### src/rtl/bpsk_symbol_demod_if.sv
// Sample/sync inputs and decided-bit/frame outputs of the BPSK symbol demodulator.
interface bpsk_symbol_demod_if #(
    parameter int DATA_WIDTH     = 8,
    parameter int PAYLOAD_LENGTH = 8
);
    logic [DATA_WIDTH-1:0]     signal;
    logic                      sync;
    logic                      bit_out;
    logic                      bit_valid;
    logic [PAYLOAD_LENGTH-1:0] data_out;
    logic                      frame_done;
    logic                      busy;

    modport master (
        output signal, sync,
        input  bit_out, bit_valid, data_out, frame_done, busy
    );

    modport slave (
        input  signal, sync,
        output bit_out, bit_valid, data_out, frame_done, busy
    );
endinterface

### src/rtl/bpsk_symbol_demod.sv
// BPSK demodulator: correlates each symbol against a square reference and
// assembles PAYLOAD_LENGTH decided bits into a frame after a sync pulse.
module bpsk_symbol_demod #(
    parameter int DATA_WIDTH     = 8,
    parameter int AMPLITUDE      = 128,
    parameter int WAVELENGTH     = 4,
    parameter int PAYLOAD_LENGTH = 8
) (
    input  logic                clk,
    input  logic                rst_n,
    bpsk_symbol_demod_if.slave  bus
);
    localparam int KW    = $clog2(WAVELENGTH);
    localparam int ACC_W = DATA_WIDTH + 1 + KW;
    localparam int BW    = (PAYLOAD_LENGTH > 1) ? $clog2(PAYLOAD_LENGTH) : 1;

    localparam logic [KW-1:0]         HALF   = KW'(WAVELENGTH / 2);
    localparam logic [KW-1:0]         K_LAST = KW'(WAVELENGTH - 1);
    localparam logic [BW-1:0]         B_LAST = BW'(PAYLOAD_LENGTH - 1);
    localparam logic [DATA_WIDTH:0]   AMP_V  = (DATA_WIDTH + 1)'(AMPLITUDE);

    typedef enum logic [1:0] {IDLE, DEMOD, DONE} state_t;

    state_t                      state, state_nxt;
    logic signed [DATA_WIDTH:0]  c;
    logic signed [ACC_W-1:0]     c_ext, acc, acc_nxt;
    logic [KW-1:0]               k;
    logic [BW-1:0]               bit_cnt;
    logic [PAYLOAD_LENGTH-1:0]   shreg, shift_nxt, data_q;
    logic                        sym_end, last_bit, bit_dec;
    logic                        bit_out_q, bit_valid_q, frame_done_q;

    assign c       = $signed({1'b0, bus.signal}) - $signed(AMP_V);
    assign c_ext   = ACC_W'(c);
    // Square reference: first half-period adds, second half subtracts.
    assign acc_nxt = (k < HALF) ? acc + c_ext : acc - c_ext;
    assign sym_end = (state == DEMOD) && (k == K_LAST);
    assign last_bit = (bit_cnt == B_LAST);
    // Strictly positive decides 1; zero correlation decides 0.
    assign bit_dec  = !acc_nxt[ACC_W-1] && (acc_nxt != '0);
    assign shift_nxt = (shreg << 1) | PAYLOAD_LENGTH'(bit_dec);

    always_ff @(posedge clk) begin
        if (!rst_n) state <= IDLE;
        else        state <= state_nxt;
    end

    always_comb begin
        state_nxt = state;
        case (state)
            IDLE:    if (bus.sync)              state_nxt = DEMOD;
            DEMOD:   if (sym_end && last_bit)   state_nxt = DONE;
            DONE:    if (!bus.sync)             state_nxt = IDLE;
            default:                            state_nxt = IDLE;
        endcase
    end

    always_ff @(posedge clk) begin
        if (!rst_n) begin
            acc          <= '0;
            k            <= '0;
            bit_cnt      <= '0;
            shreg        <= '0;
            data_q       <= '0;
            bit_out_q    <= 1'b0;
            bit_valid_q  <= 1'b0;
            frame_done_q <= 1'b0;
        end else begin
            bit_valid_q  <= 1'b0;
            frame_done_q <= 1'b0;
            if (state == DEMOD) begin
                if (sym_end) begin
                    acc         <= '0;
                    k           <= '0;
                    bit_out_q   <= bit_dec;
                    bit_valid_q <= 1'b1;
                    shreg       <= shift_nxt;
                    if (last_bit) begin
                        bit_cnt      <= '0;
                        data_q       <= shift_nxt;
                        frame_done_q <= 1'b1;
                    end else begin
                        bit_cnt <= bit_cnt + BW'(1);
                    end
                end else begin
                    acc <= acc_nxt;
                    k   <= k + KW'(1);
                end
            end
        end
    end

    assign bus.bit_out    = bit_out_q;
    assign bus.bit_valid  = bit_valid_q;
    assign bus.data_out   = data_q;
    assign bus.frame_done = frame_done_q;
    assign bus.busy       = (state == DEMOD);
endmodule

### src/flat_wrapper.sv
// flat-port wrapper written by rule: the top's interface ports become plain ports
module bpsk_symbol_demod_flat 
#(
    parameter int DATA_WIDTH     = 8,
    parameter int AMPLITUDE      = 128,
    parameter int WAVELENGTH     = 4,
    parameter int PAYLOAD_LENGTH = 8
)
  (clk, rst_n, bus_signal, bus_sync, bus_bit_out, bus_bit_valid, bus_data_out, bus_frame_done, bus_busy);
  bpsk_symbol_demod_if #(.DATA_WIDTH(DATA_WIDTH), .PAYLOAD_LENGTH(PAYLOAD_LENGTH)) bus_i ();
  input  logic clk;
  input  logic rst_n;
  input wire logic [$bits(bus_i.signal)-1:0] bus_signal;
  input wire logic [$bits(bus_i.sync)-1:0] bus_sync;
  output wire logic [$bits(bus_i.bit_out)-1:0] bus_bit_out;
  output wire logic [$bits(bus_i.bit_valid)-1:0] bus_bit_valid;
  output wire logic [$bits(bus_i.data_out)-1:0] bus_data_out;
  output wire logic [$bits(bus_i.frame_done)-1:0] bus_frame_done;
  output wire logic [$bits(bus_i.busy)-1:0] bus_busy;
  assign bus_i.signal = bus_signal;
  assign bus_i.sync = bus_sync;
  assign bus_bit_out = bus_i.bit_out;
  assign bus_bit_valid = bus_i.bit_valid;
  assign bus_data_out = bus_i.data_out;
  assign bus_frame_done = bus_i.frame_done;
  assign bus_busy = bus_i.busy;
  bpsk_symbol_demod #(.DATA_WIDTH(DATA_WIDTH), .AMPLITUDE(AMPLITUDE), .WAVELENGTH(WAVELENGTH), .PAYLOAD_LENGTH(PAYLOAD_LENGTH)) u_core (.clk(clk), .rst_n(rst_n), .bus(bus_i));
endmodule
### config.mk
export PLATFORM = sky130hd
export DESIGN_NAME = bpsk_symbol_demod_flat
export DESIGN_NICKNAME = d
export VERILOG_FILES = /design/src/rtl/bpsk_symbol_demod_if.sv /design/src/rtl/bpsk_symbol_demod.sv /design/src/flat_wrapper.sv
export SDC_FILE = /design/constraint.sdc
export NUM_CORES = 1
export LEC_CHECK = 0
export CAP_MARGIN = 10
export CORE_MARGIN = 2
export CORE_UTILIZATION = 30
export DETAILED_ROUTE_END_ITERATION = 16
export HOLD_SLACK_MARGIN = 0.05
export PLACE_DENSITY = 0.5
export SLEW_MARGIN = 20
export SYNTH_ARGS = -nofsm -noshare
export SYNTH_HDL_FRONTEND = slang
export SYNTH_SLANG_ARGS = --single-unit
### constraint.sdc
create_clock -name clk -period 3.5 [get_ports clk]
set_input_delay 0.525 -clock clk [delete_from_list [all_inputs] [get_ports clk]]
set_output_delay 0.525 -clock clk [all_outputs]
set_load 0.03 [all_outputs]
After elaboration in Yosys (flattened, before gate mapping)

Index checks and enable logic that the tools add are counted.

Reduce and logical (&&, ||, !) cells: 11
Eq/ne operators: 7
Muxes and demuxes: 10
Bitwise operators: 1
Add/sub/neg operators: 5
Order comparisons: 1

Operators by type and width:

| operator                                                               | count |
|---|---|
| 11-bit 2-to-1 mux                                                      | 2 |
| 11-bit by 9-bit adder with 11-bit output                               | 1 |
| 11-bit nonzero test                                                    | 1 |
| 11-bit by 9-bit subtractor with 11-bit output                          | 1 |
| 3-bit AND reduction                                                    | 3 |
| 8-bit by 8-bit subtractor with 9-bit output (second input constant)    | 1 |
| 2-bit 2-to-1 mux                                                       | 4 |
| 8-bit by 1-bit OR with 8-bit output                                    | 1 |
| 2-bit case mux with 3 select lines                                     | 1 |
| 2-bit equality test (second input constant)                            | 2 |
| 2-bit != test (second input constant)                                  | 2 |
| 2-bit AND reduction                                                    | 2 |
| 3-bit by 1-bit adder with 3-bit output (second input constant)         | 1 |
| 3-bit equality test (second input constant)                            | 1 |
| 1-bit logical AND                                                      | 3 |
| 3-bit 2-to-1 mux                                                       | 1 |
| 2-bit by 1-bit adder with 2-bit output (second input constant)         | 1 |
| 2-bit by 1-bit equality test with 1-bit output (second input constant) | 1 |
| 2-bit zero test                                                        | 1 |
| 2-bit < comparator (second input constant)                             | 1 |
| 1-bit 2-to-1 mux                                                       | 2 |
| 2-bit by 1-bit != test with 1-bit output (second input constant)       | 1 |
| 1-bit zero test                                                        | 1 |

Bits in registers: 36
Input port bits: 11
Output and inout port bits: 12
Logic and storage cells: 44

Longest topological paths before layout

Gate-level depths: netlist (run 1).

Word-level depth: 6
Depth in mapped cells: 12
Gate-level depth less buffers: 12

Worst setup path before layout (run 1)

No wires, ideal clock.

Path kind: in2reg
Start: input bus_signal[5]
End: register u_core.data_q[0], in the netlist u_core.bus.data_out[0]
Path buffers: 1
Stages on the path: 11
Library setup time: 0.117 ns
Arrival: 2.668 ns
Slack: 0.715 ns
Cells stage by stage: nor4_2 a21oi_1 xor2_1 ha_1 clkbuf_1 nor2_1 o21a_1 a2111o_1 nor4_1 and4_1 o21ai_1

Word-level cells in the longest chain between the ends: 6
Elaborated cells between the ends (all ways): 8
Classes of those cells: 3 x add/sub; 1 x mux; 1 x bitwise; 3 x reduce/logical

Ends and longest elaborated chain:

| what                                                                                                             | RTL line                | RTL |
|---|---|---|
| start: declaration                                                                                               | flat_wrapper.sv:13      | `input wire logic [$bits(bus_i.signal)-1:0] bus_signal;` |
| 8-bit by 8-bit subtractor with 9-bit output *                                                                    | bpsk_symbol_demod.sv:33 | `assign c = $signed({1'b0, bus.signal}) - $signed(AMP_V);` |
| 11-bit by 9-bit subtractor with 11-bit output / 11-bit by 9-bit adder with 11-bit output (equally long branches) | bpsk_symbol_demod.sv:36 | `assign acc_nxt = (k < HALF) ? acc + c_ext : acc - c_ext;` |
| 11-bit 2-to-1 mux *                                                                                              | bpsk_symbol_demod.sv:36 |  |
| 11-bit nonzero test / 1-bit zero test (equally long branches)                                                    | bpsk_symbol_demod.sv:40 | `assign bit_dec = !acc_nxt[ACC_W-1] && (acc_nxt != '0);` |
| 1-bit logical AND *                                                                                              | bpsk_symbol_demod.sv:40 |  |
| 8-bit by 1-bit OR with 8-bit output *                                                                            | bpsk_symbol_demod.sv:41 | `assign shift_nxt = (shreg << 1) \| PAYLOAD_LENGTH'(bit_dec);` |
| end signal: assignment                                                                                           | bpsk_symbol_demod.sv:80 | `data_q <= shift_nxt;` |
| end: declaration                                                                                                 | bpsk_symbol_demod.sv:29 | `logic [PAYLOAD_LENGTH-1:0] shreg, shift_nxt, data_q;` |

Every way passes the cells marked *; elsewhere a longest branch is shown, timed or not.
A chain may end at the register's enable or synchronous reset.

Worst setup path after layout (run 1)

Start: input bus_signal[1]
End: register u_core.data_q[0], in the netlist u_core.bus.data_out[0]

The elaborated chain is that of the path after synthesis.

==> results.yml, run 1 <==
detailed_routing:
  wl_per_cell_um: 12.37
  wl_um: 4331
  drt-pass1-iter-count: 4
  postRouteAntennaNets: 0
  drt-initial-drc-count: 75
  avgViaCountPerCell: 4.863
  num_vias: 1702
  drc: 0
die:
  die-area_mm2: 0.007338
  core_mm2: 0.006386
  initial_core_util_pct: 31.33
  chipHeight_um: 85.67
  die_width_um: 85.67
  io_pins: 23
  row_count: 29
grt:
  grt_pass1_vias: 1639
  overflow: 0
  grt_pass1_wl_um: 7541
  grt_usage_pct: 12.66
  grt_max_degree: 21
  antenna_found_initial: 0
pwr:
  p_leak_nw: 0.9096
  p_switching_uw: 329.7
  seqPwrFrac_pct: 36.5
  ir_drop_v: 0.0002660
  power_density_mw_per_mm2: 480.5
  swShare_pct: 27.80
  finalPower_mw: 1.186
  clkPwrFrac_pct: 36.3
  internal-power_uw: 856.5
  p_comb_share_pct: 27.2
worst_setup_path:
  end_kind: "flop"
  crit_path_frequent_cell: "ha_1"
  worstPathArrival_ps: 3370
  cp_cell_sequence: "clkdlybuf4s50_1 > inv_1 > ha_1 > a21oi_1 > xnor2_1 > ha_1 > nor2b_1 > o21a_1 > a2111o_1 > nor4_1 > and4_1 > o21ai_1"
  startpoint: "bus_signal[1]"
  crit_required_ps: 3670
  cp_slowest_cell: "clkdlybuf4s50_1"
  worstSetupPathType: "in2reg"
  cp_max_fo: 5
  r2r-start: "u_core.k[1]$_SDFFE_PN0P_"
  cpPeakStageDelay_ps: 520
  startpoint_type: "input pin"
cts:
  cts_buffer_depth: 2
  cts_setup_buffers: 0
  cts_buffers: 5
  cts.htree.levels: 2
  cts.hold.buffers_added: 0
  clk_pin_slew_worst_paths_ps: 70
  cts_resized: 0
  clockRootBuffer: "clkbuf_8"
  cts_tree: "yes"
  insertion_delay_ps: 280
  clock_sinks: 35
final_layout:
  fillers: 662
  area_growth_pct: 23.39
  num-nets-final: 298
  insertedDiodeCount: 0
  drive_gt1_share_pct: 6.593
logic_synthesis:
  synth_top_cells_by_count: "nand2_1, dfxtp_1, nor2_1"
  syn_nets: 272
  synth_cells: 246
  ys.flop_type: "dfxtp_1"
  synth.distinct_cells: 36
  ys_warn_count: 0
  ys_seq_area_share_pct: 35.02
  avgSynthCellArea_um2: 8.133
  synth-async-reset-ratio_pct: 0
  yosysTopAreaCell: "dfxtp_1"
  synth-seq-cells: 35
  netlist.area_leader.share_pct: 35.02
  netlist_area_mm2: 0.002001
  ys_top_cells_by_area: "dfxtp_1, ha_1, nand2_1"
  synth_most_common_cell: "nand2_1"
  synth-edff-count: 0
placement:
  port_buffers: 22
  place_congestion: 0.8411
  dp_hpwl_um: 3309
sta:
  rsz0062_at_grt: "no"
  finalCritPeriodShare_pct: 91.18
  finalSetupViolCount: 0
  worst_pin_slew_ps: 628.3
  max_slew_margin_pct: 57.98
  final-hold-violation-count: 0
  fin_skew_ps: 8.820
  fmax_mhz: 313.4
  maxSlewViolCount: 0
  fin_crit_ps: 3191
  tns_ps: 0
flow_run:
  cap_violations: 0
worst_hold_path:
  hp-start: "u_core.state[1]$_SDFFE_PN0P_"
  hold_path.class: "reg2reg"
outcome:
  outcome: "complete, no violations"
==> layer usage <==
| metal | global-route usage (%) | share of wire, % | up-vias |
|---|---|---|---|
| met5 | 0 | 0 | - |
| met3 | 2.887 | 2.1 | 4 |
| met1 | 17.24 | 53 | 774 |
| li1 | - | - | 908 |
| met4 | 3.030 | 0.99 | 0 |
| met2 | 20.38 | 44 | 16 |
==> logic make-up after synthesis <==
group / after synthesis / synth area share, %
xor+xnor: 15 / 6.567
buf+inv: 19 / 3.565
mux: 1 / 0.5628
fa+ha+maj: 15 / 9.756
flops: 35 / 35.02
simple gates: 104 / 25.58
compound gates: 57 / 18.95
==> metrics by stage <==
step,instance area [um2],setup WS (ps),util [%],instances,hold WS [ps]
2_1_floorplan,2001,714.6,-,246,416.5
5_1_grt,2469,91.32,38.66,350,479.5
3_3_place_gp,2336,94.48,36.58,342,432.8
6_report,2469,308.8,38.66,350,446.4
4_1_cts,2469,327.6,38.66,350,453.2
3_5_place_dp,2336,27.73,36.58,342,446.1
==> worst paths after layout <==
path	cells past startpoint	slack, ps	to
hold / removal	1	450	u_core.state[0]$_SDFFE_PN0P_
setup reg to reg	10	730	u_core.bus.data_out[0]$_SDFFE_PN0P_
hold reg to reg	1	450	u_core.state[0]$_SDFFE_PN0P_
setup / recovery	12	310	u_core.bus.data_out[0]$_SDFFE_PN0P_
==> layout by cell type, fill, tap and decap left out, types with 2 or more instances in the layout <==
| master | instances |
|---|---|
| nand2_1 | 38 |
| dfxtp_1 | 35 |
| clkdlybuf4s50_1 | 22 |
| nor2_1 | 17 |
| a21boi_0 | 16 |
| a21oi_1 | 14 |
| ha_1 | 14 |
| xnor2_1 | 13 |
| nor3_1 | 12 |
| nor2b_1 | 12 |
| inv_1 | 8 |
| buf_4 | 8 |
| nand2b_1 | 7 |
| a22oi_1 | 5 |
| o31ai_1 | 5 |
| clkbuf_8 | 5 |
| and2_1 | 4 |
| o21ai_0 | 4 |
| nand3b_1 | 3 |
| o21a_1 | 3 |
| o21ai_1 | 3 |
| nand3_1 | 3 |
| xor2_1 | 2 |
| and3_1 | 2 |
| a211oi_1 | 2 |
| bufinv_16 | 2 |
==> layout make-up <==
| cell class | count | area (um2) | area share [%] |
|---|---|---|---|
| multi-input cells | 192 | 1229 | 49.77 |
| flip-flops and latches | 35 | 700.7 | 28.38 |
| repair buffers | 30 | 280.3 | 11.35 |
| clock buffers | 6 | 72.57 | 2.940 |
| clock inverters | 2 | 60.06 | 2.433 |
| inverters | 8 | 30.03 | 1.216 |
| well taps | 77 | 96.34 | 3.903 |
==> worst max-delay path: cells and delay by family <==
family	cells	cell delay [ps]
AOI/OAI and AO/OA	4	810
adders and majority gates	2	540
buffers and inverters	2	590
and+or+nand+nor	3	760
xor gates and xnor gates	1	140
==> power by group through the flow <==
stage	clock network [mW]	registers, mW	logic (mW)
3_3_place_gp	0	0.443	0.324
6_report	0.431	0.433	0.323
3_5_place_dp	0	0.442	0.323
5_1_grt	0.458	0.435	0.366
2_1_floorplan	0	0.436	0.240
4_1_cts	0.441	0.433	0.325
==> registers in the layout, indices dropped and copies added, names as in the netlist <==
signal,count
u_core.acc,11
u_core.bit_cnt,3
u_core.k,2
u_core.state,2
u_core.shreg,7
u_core.bus.bit_valid,1
u_core.bus.frame_done,1
u_core.bus.data_out,8
No activity file was read; power rests on OpenSTA's default activity.
==> run 2, diff against run 1 <==
SLEW_MARGIN = default   (was 20)
==> results of run 2 <==
No change in the layout: final DEF, timing and power equal those of run 1.
==> run 3, diff against run 2 <==
CAP_MARGIN = default   (was 10)
==> results of run 3 <==
No change in the layout: final DEF, timing and power equal those of run 1.
